`src/rtl/alu_controller_if.sv`:
```
// Request bus from decode into alu_controller.
// A request transfers on a rising clk edge where req_valid && req_ready; the payload must be stable while req_valid is high, and valid may drop without a transfer.
interface alu_controller_if;
  logic       req_valid;
  logic       req_ready;
  logic [2:0] req_select;
  logic [7:0] req_data1;
  logic [7:0] req_data2;
  logic [2:0] req_dest;
  logic       req_fwd1;

  modport master (
    output req_valid, req_select, req_data1, req_data2, req_dest, req_fwd1,
    input  req_ready
  );

  modport slave (
    input  req_valid, req_select, req_data1, req_data2, req_dest, req_fwd1,
    output req_ready
  );
endinterface

```
`src/rtl/alu_controller.sv`:
```
// Sequencer that latches one ALU op per handshake, holds operands for the settle time, then retires it as a writeback or branch pulse.
// Optional macro ALU_CTRL_FWD_EN: REQ_FWD1 substitutes the last written result for operand 1.
module alu_controller #(
  parameter int unsigned ADD_WAIT   = 2,
  parameter int unsigned LOGIC_WAIT = 1
) (
  input  logic             clk,
  input  logic             reset,
  alu_controller_if.slave  req,
  output logic [7:0]       alu_data1,
  output logic [7:0]       alu_data2,
  output logic [2:0]       alu_select,
  input  logic [7:0]       alu_result,
  output logic             wb_en,
  output logic [2:0]       wb_addr,
  output logic [7:0]       wb_data,
  output logic             br_taken,
  output logic             err,
  output logic             busy,
  output logic [1:0]       dbg_state
);
  typedef enum logic [1:0] {
    S_IDLE = 2'd0,
    S_EXEC = 2'd1,
    S_DONE = 2'd2
  } state_e;

  localparam logic [3:0] ADD_LOAD   = 4'(ADD_WAIT - 1);
  localparam logic [3:0] LOGIC_LOAD = 4'(LOGIC_WAIT - 1);
  localparam logic [2:0] SEL_ADD    = 3'b001;
  localparam logic [2:0] SEL_BEQ    = 3'b100;

  state_e     state_q, state_d;
  logic [3:0] cnt_q, cnt_d;
  logic [7:0] alu_data1_q, alu_data1_d;
  logic [7:0] alu_data2_q, alu_data2_d;
  logic [2:0] alu_select_q, alu_select_d;
  logic [2:0] dest_q, dest_d;
  logic       wb_en_q, wb_en_d;
  logic [2:0] wb_addr_q, wb_addr_d;
  logic [7:0] wb_data_q, wb_data_d;
  logic       br_taken_q, br_taken_d;
  logic       err_q, err_d;
  logic       ready;
  logic [7:0] op1;

`ifdef ALU_CTRL_FWD_EN
  logic [7:0] last_result_q, last_result_d;
  assign op1 = req.req_fwd1 ? last_result_q : req.req_data1;
`else
  logic unused_fwd1;
  assign unused_fwd1 = req.req_fwd1;
  assign op1         = req.req_data1;
`endif

  assign ready = (state_q == S_IDLE);

  always_comb begin
    state_d      = state_q;
    cnt_d        = cnt_q;
    alu_data1_d  = alu_data1_q;
    alu_data2_d  = alu_data2_q;
    alu_select_d = alu_select_q;
    dest_d       = dest_q;
    wb_en_d      = 1'b0;
    wb_addr_d    = wb_addr_q;
    wb_data_d    = wb_data_q;
    br_taken_d   = 1'b0;
    err_d        = 1'b0;
`ifdef ALU_CTRL_FWD_EN
    last_result_d = last_result_q;
`endif
    case (state_q)
      S_IDLE: begin
        if (req.req_valid) begin
          // Illegal selects are rejected in place: the ALU keeps its previous op.
          if (req.req_select > SEL_BEQ) begin
            err_d = 1'b1;
          end else begin
            alu_data1_d  = op1;
            alu_data2_d  = req.req_data2;
            alu_select_d = req.req_select;
            dest_d       = req.req_dest;
            cnt_d        = (req.req_select == SEL_ADD) ? ADD_LOAD : LOGIC_LOAD;
            state_d      = S_EXEC;
          end
        end
      end
      S_EXEC: begin
        if (cnt_q != 4'd0) begin
          cnt_d = cnt_q - 4'd1;
        end else begin
          state_d = S_DONE;
          if (alu_select_q == SEL_BEQ) begin
            br_taken_d = alu_result[0];
          end else begin
            wb_en_d   = 1'b1;
            wb_addr_d = dest_q;
            wb_data_d = alu_result;
`ifdef ALU_CTRL_FWD_EN
            last_result_d = alu_result;
`endif
          end
        end
      end
      S_DONE: begin
        state_d = S_IDLE;
      end
      default: begin
        state_d = S_IDLE;
      end
    endcase
  end

  always_ff @(posedge clk) begin
    if (reset) begin
      state_q      <= S_IDLE;
      cnt_q        <= 4'd0;
      alu_data1_q  <= 8'd0;
      alu_data2_q  <= 8'd0;
      alu_select_q <= 3'd0;
      dest_q       <= 3'd0;
      wb_en_q      <= 1'b0;
      wb_addr_q    <= 3'd0;
      wb_data_q    <= 8'd0;
      br_taken_q   <= 1'b0;
      err_q        <= 1'b0;
`ifdef ALU_CTRL_FWD_EN
      last_result_q <= 8'd0;
`endif
    end else begin
      state_q      <= state_d;
      cnt_q        <= cnt_d;
      alu_data1_q  <= alu_data1_d;
      alu_data2_q  <= alu_data2_d;
      alu_select_q <= alu_select_d;
      dest_q       <= dest_d;
      wb_en_q      <= wb_en_d;
      wb_addr_q    <= wb_addr_d;
      wb_data_q    <= wb_data_d;
      br_taken_q   <= br_taken_d;
      err_q        <= err_d;
`ifdef ALU_CTRL_FWD_EN
      last_result_q <= last_result_d;
`endif
    end
  end

  assign req.req_ready = ready;
  assign busy          = ~ready;
  assign alu_data1     = alu_data1_q;
  assign alu_data2     = alu_data2_q;
  assign alu_select    = alu_select_q;
  assign wb_en         = wb_en_q;
  assign wb_addr       = wb_addr_q;
  assign wb_data       = wb_data_q;
  assign br_taken      = br_taken_q;
  assign err           = err_q;
  assign dbg_state     = state_q;
endmodule

```
`src/flat_wrapper.sv`:
```
// flat-port wrapper written by rule: the top's interface ports become plain ports
module alu_controller_flat 
#(
  parameter int unsigned ADD_WAIT   = 2,
  parameter int unsigned LOGIC_WAIT = 1
)
  (clk, reset, alu_data1, alu_data2, alu_select, alu_result, wb_en, wb_addr, wb_data, br_taken, err, busy, dbg_state, req_req_valid, req_req_select, req_req_data1, req_req_data2, req_req_dest, req_req_fwd1, req_req_ready);
  alu_controller_if req_i ();
  input  logic clk;
  input  logic reset;
  output logic [7:0] alu_data1;
  output logic [7:0] alu_data2;
  output logic [2:0] alu_select;
  input  logic [7:0] alu_result;
  output logic wb_en;
  output logic [2:0] wb_addr;
  output logic [7:0] wb_data;
  output logic br_taken;
  output logic err;
  output logic busy;
  output logic [1:0] dbg_state;
  input wire logic [$bits(req_i.req_valid)-1:0] req_req_valid;
  input wire logic [$bits(req_i.req_select)-1:0] req_req_select;
  input wire logic [$bits(req_i.req_data1)-1:0] req_req_data1;
  input wire logic [$bits(req_i.req_data2)-1:0] req_req_data2;
  input wire logic [$bits(req_i.req_dest)-1:0] req_req_dest;
  input wire logic [$bits(req_i.req_fwd1)-1:0] req_req_fwd1;
  output wire logic [$bits(req_i.req_ready)-1:0] req_req_ready;
  assign req_i.req_valid = req_req_valid;
  assign req_i.req_select = req_req_select;
  assign req_i.req_data1 = req_req_data1;
  assign req_i.req_data2 = req_req_data2;
  assign req_i.req_dest = req_req_dest;
  assign req_i.req_fwd1 = req_req_fwd1;
  assign req_req_ready = req_i.req_ready;
  alu_controller #(.ADD_WAIT(ADD_WAIT), .LOGIC_WAIT(LOGIC_WAIT)) u_core (.clk(clk), .reset(reset), .req(req_i), .alu_data1(alu_data1), .alu_data2(alu_data2), .alu_select(alu_select), .alu_result(alu_result), .wb_en(wb_en), .wb_addr(wb_addr), .wb_data(wb_data), .br_taken(br_taken), .err(err), .busy(busy), .dbg_state(dbg_state));
endmodule
```
`config.mk`:
```
export PLATFORM = sky130hd
export DESIGN_NAME = alu_controller_flat
export DESIGN_NICKNAME = d
export VERILOG_FILES = /design/src/rtl/alu_controller_if.sv /design/src/rtl/alu_controller.sv /design/src/flat_wrapper.sv
export SDC_FILE = /design/constraint.sdc
export NUM_CORES = 1
export LEC_CHECK = 0
export BUFFER_PORTS_ARGS = -buffer_cell sky130_fd_sc_hd__buf_2
export CAP_MARGIN = 20
export CORE_ASPECT_RATIO = 0.5
export CORE_MARGIN = 3
export CORE_UTILIZATION = 30
export CTS_CLUSTER_DIAMETER = 60
export DETAILED_ROUTE_END_ITERATION = 8
export GPL_TIMING_DRIVEN = 1
export PLACE_DENSITY_LB_ADDON = 0.12
export SYNTH_ARGS = -nofsm -noshare
export SYNTH_HDL_FRONTEND = slang
export SYNTH_SLANG_ARGS = --single-unit
```
`constraint.sdc`:
```
create_clock -name clk -period 2.1 [get_ports clk]
set_input_delay 0.315 -clock clk [delete_from_list [all_inputs] [get_ports clk]]
set_output_delay 0.315 -clock clk [all_outputs]
set_load 0.05 [all_outputs]
```
Word-level counts from Yosys, hierarchy flattened
Index checks and enable logic that the tools add are counted.
{ "classes": {"n_eq_ne": 7, "mux": 11, "bitwise": 6, "reduce_logical": 10, "add_sub_neg": 1, "order_cmp": 1} }
{ "op_table": {"columns": ["operator", "count"], "rows": [
  ["$mux W4", 3],
  ["$reduce_and A3 Y1", 3],
  ["$pmux W4 S2", 1],
  ["$mux W2", 3],
  ["$ne A2 B2 Y1 const B", 3],
  ["$not A1 Y1", 6],
  ["$reduce_or A3 Y1", 2],
  ["$pmux W2 S2", 1],
  ["$reduce_and A4 Y1", 1],
  ["$reduce_bool A4 Y1", 1],
  ["$reduce_or A4 Y1", 1],
  ["$sub A4 B1 Y4 const B", 1],
  ["$eq A3 B1 Y1 const B", 1],
  ["$eq A3 B3 Y1 const B", 1],
  ["$gt A3 B3 Y1 const B", 1],
  ["$mux W1", 3],
  ["$eq A2 B1 Y1 const B", 1],
  ["$logic_not A2 Y1", 1],
  ["$ne A2 B1 Y1 const B", 1],
  ["$reduce_bool A2 Y1", 1]
]} }
{ "totals": {"elab_cells": 47, "output_inout_bits": 37, "register_bits": 42} }

Logic depth before layout (Yosys ltp)
{ "depth": {"word_depth": 5, "ltp_mapped": 6} }

Least setup slack after synthesis
Ideal clock, no wire load.
{ "synth_path": {"path_kind": "register to register", "startpoint": "register u_core.state_q[0], in the netlist u_core.dbg_state[0]", "endpoint": "register u_core.wb_addr_q[2], in the netlist u_core.wb_addr[2]", "n_path_buf": 1, "t_arrival_ns": 1.630, "path_slack_ns": 0.337, "stages_incl_launch_ff": 5, "cell_sequence": "dfxtp_1 -> or3b_4 -> buf_6 -> o31ai_1 -> a21oi_1"} }
{ "synth_via": {"elab_chain_cells": 2} }
{ "synth_lines": {"columns": ["item", "line", "source"], "rows": [
  ["from (decl)", "alu_controller.sv:33", "state_e state_q, state_d;"],
  ["from (signal assigned)", "alu_controller.sv:132", "state_q <= state_d;"],
  ["$eq A2 B1 Y1", "alu_controller.sv:73", "case (state_q)"],
  ["$reduce_and A3 Y1 (no source line)", null, null],
  ["to (signal assigned)", "alu_controller.sv:139", "wb_addr_q <= wb_addr_d;"],
  ["to (decl)", "alu_controller.sv:40", "logic [2:0] wb_addr_q, wb_addr_d;"]
]} }
Every way passes these cells.
A chain may end at the register's enable or synchronous reset.

Worst setup path after layout
{ "layout_path": {"startpoint": "register u_core.state_q[1], in the netlist u_core.dbg_state[1]", "endpoint": "output port req_req_ready"} }
{ "layout_via": {"elab_chain_cells": 1} }
{ "layout_lines": {"columns": ["item", "line", "source"], "rows": [
  ["$logic_not A2 Y1", "alu_controller.sv:56", "assign ready = (state_q == S_IDLE);"],
  ["to (decl)", "flat_wrapper.sv:28", "output wire logic [$bits(req_i.req_ready)-1:0] req_req_ready;"]
]} }
Every way passes these cells.

==> results by group <==
Synth
  – Cell count after synthesis: 203
  – Post-synth top area share: 47.5%
  – Primary FF master, synth: dfxtp_1
  – Biggest area consumer among synthesized cells: dfxtp_1
  – Top post-synthesis cells by area: dfxtp_1, a21oi_1, o21ai_1
  – Synth cell types: 35
  – Cell Area, Synth: 1770 um^2
  – Syn nets: 239
  – Top cells by count, synth: dfxtp_1, a21oi_1, o21ai_1
  – Synth warnings: 0
  – Post-synth EDFFs: 0
  – Count leader, synth: dfxtp_1
  – Avg Synthesized Cell Area: 8.72 um^2
  – Flops & latches, synth: 42
  – Ys async rst share: 0%
  – Post-synthesis sequential area ratio: 47.5%

STA
  – Max Slew Vio Count: 0
  – Period utilisation layout: 78.5%
  – Final Hold Viols: 0
  – # setup viols final: 0
  – RSZ-0062 raised after global routing: false
  – Max_slew headroom: 55.8%
  – TNS Setup: 0 ns
  – Peak Freq: 606 MHz
  – Worst Skew: 0.00399 ns
  – Worst-margin pin slew: 0.663 ns
  – Crit path time final: 1.65 ns

Worst hold path
  – HP Start: req_req_dest[0]
  – Tightest Hold Check Type: primary input to flip-flop
  – Hold Path Sink: u_core.dest_q[0]
  – Hold Path Depth: 3

Clocking
  – Root buf cell: clkbuf_16
  – # resized after CTS: 0
  – Hold Buf Count CTS: 0
  – Worst-Skew Late Latency: 0.28 ns
  – Worst-path clk slew: 0.06 ns
  – TritonCTS buffer count: 5
  – TritonCTS clock tree: yes
  – Bufs on Longest Clock Path: 2
  – Post-CTS Setup Inserts: 0
  – H-Tree Depth: 2
  – Clock sink count: 42

Worst setup path
  – CP max stage cell: dfxtp_1
  – Reg2Reg Capture Point: u_core.cnt_q[0]
  – CP max FO: 8
  – CP delay by family, top: buffers and inverters
  – Max incr delay on CP: 0.32 ns
  – Worst r2r src: u_core.cnt_q[0]
  – CP Cell Sequence: buf_4 > or2_2 > inv_1 > buf_2
  – R2r setup slk: 0.46 ns
  – Worst reg2reg path depth: 5
  – CP Capture Type: output pin
  – Worst path arrival time: 1.33 ns
  – Crit path buffers/inverters: 3
  – Critical path class: flip-flop to output pin
  – Critical path origin: u_core.dbg_state[1]
  – Crit start category: flip-flop
  – Required @ worst endpoint: 1.78 ns

Detailed routing
  – Drt drc: 0
  – Routed wire length: 4.91 mm
  – Via density: 5.11
  – Routed Antenna Nets: 0
  – TritonRoute pass-1 iters: 4
  – DR iter-0 viols: 109
  – Via count: 1757
  – Avg WL per Cell: 14.3 um

Die
  – Core ar.: 5590 um^2
  – # IOs: 71
  – Initial Util: 31.7%
  – Die X: 115 um
  – # rows: 19
  – Chip height: 60.3 um
  – Die ar.: 6920 um^2

Global routing
  – Initial antenna violation count: 0
  – Total track usage: 14.4%
  – Remaining global-route overflow: 0
  – Via count of the first global-routing pass: 1660
  – First-pass GRT wire length: 7.92 mm
  – Largest net degree at the start of global routing: 23

Pwr
  – Switching share of power: 28.1%
  – Sequential Power Share: 40.7%
  – Pwr/cell area: 886 nW/um^2
  – Lkg Pwr: 0.997 nW
  – Max VDD drop: 0.367 mV
  – Combinational fraction of design power: 18.3%
  – Pint: 1.51 mW
  – Clock Power Share: 40.9%
  – Net Sw Power: 589 uW

Final layout
  – Final non-filler cell area: 2360 um^2
  – Final std cells w/o fill: 344
  – Share of layout cells above drive strength 1: 33.9%
  – Filler Cells Inserted: 572
  – Diodes inserted: 0
  – Synth-to-Final Area Change: 33.5%
  – Final Net Count: 306

Place
  – IO buf count: 69
  – Detailed placement HPWL: 3.41 mm
  – Dpl cells: 336
  – Placer Congestion: 0.688
  – Placed inst area: 2200 um^2

Flow run
  – Max Cap Viol: 0

Outcome
  – Status: completed
==> power groups by stage <==
| stage | registers [mW] | clock network, mW | logic, mW |
|---|---|---|---|
| after floorplan | 0.988 | 0 | 0.154 |
| after global placement | 0.870 | 0 | 0.384 |
| after detailed placement | 0.871 | 0 | 0.386 |
| after CTS | 0.853 | 0.876 | 0.387 |
| after global routing | 0.858 | 0.908 | 0.415 |
| final | 0.853 | 0.857 | 0.384 |
==> through the flow <==
step	power (mW)	hold WS (ns)	utilization, %	setup WS (ns)
6_report	2.09	0.284	42.3	0.451
5_1_grt	2.18	0.287	42.3	0.336
4_1_cts	2.12	0.278	42.3	0.439
3_5_place_dp	1.26	0.461	39.4	0.410
3_3_place_gp	1.25	0.452	39.4	0.418
2_1_floorplan	1.14	0.445	-	0.337
==> worst max-delay path by stage <==
stage / slack [ns] / cells after the start / end
3_5_place_dp: 0.41 / 5 / u_core.alu_data2[2]
3_3_place_gp: 0.42 / 5 / u_core.alu_data2[1]
6_report: 0.45 / 4 / req_req_ready
5_1_grt: 0.34 / 5 / u_core.cnt_q[0]
2_1_floorplan: 0.34 / 4 / u_core.wb_addr[2]
4_1_cts: 0.44 / 4 / req_req_ready
==> cell usage in the layout (no fill, tap or decap), types with 2 or more instances in the layout <==
cell type | synthesis | routed
nand4_1 | 12 | 12
or3b_1 | 2 | 2
dfxtp_1 | 42 | 42
buf_2 | 5 | 69
nor2_1 | 2 | 2
nor3b_1 | 2 | 2
o21ai_1 | 22 | 22
nand2_1 | 2 | 2
a21oi_1 | 36 | 36
inv_1 | 5 | 5
ha_1 | 2 | 2
or3_1 | 2 | 2
o31ai_1 | 11 | 11
buf_4 | 0 | 11
nand2b_1 | 2 | 2
clkbuf_16 | 0 | 5
clkbuf_1 | 14 | 2
nor3_1 | 2 | 2
nor2b_1 | 2 | 2
nor3b_2 | 2 | 2
nand3_1 | 19 | 19
o21a_1 | 2 | 2
==> worst reg2reg max path: cells and delay by family (launching register included) <==
kind	cells	cell delay, ns
buf+inv	1	0.11
flops	1	0.31
fa+ha+maj	1	0.21
compound gates	2	0.46
simple gates	1	0.45
==> final cells by class <==
class	instances	area [um^2]	share of cell area [%]
clock buffers	7	133	5.61
clock inverters	1	30.0	1.27
inverters	5	18.8	0.794
multi-input cells	136	822	34.8
flip-flops and latches	42	841	35.6
well taps	73	91.3	3.86
repair buffers	80	428	18.1
==> routing by layer <==
metal | vias to the layer above | GRT usage [%] | routed length, um
met5 | - | 0 | 0
met4 | 0 | 2.88 | 19
met3 | 2 | 4.65 | 368
met2 | 54 | 23.7 | 2130
met1 | 807 | 18.9 | 2390
li1 | 894 | - | -
==> cell families after synthesis <==
logic type	Yosys count	share of synthesized area, %
AND/OR/NAND/NOR	56	19.9
adder cells (fa/ha/maj)	2	1.41
AO/OA/AOI/OAI	78	25.1
buffers and inverters	25	6.08
flip-flops	42	47.5
==> flip-flops by register name (all words and copies together) (netlist names) <==
register / count
u_core.alu_data1: 8
u_core.alu_data2: 8
u_core.alu_select: 3
u_core.br_taken: 1
u_core.cnt_q: 4
u_core.dbg_state: 2
u_core.dest_q: 3
u_core.err: 1
u_core.wb_addr: 3
u_core.wb_data: 8
u_core.wb_en: 1
No activity file was read; power rests on OpenSTA's default activity.
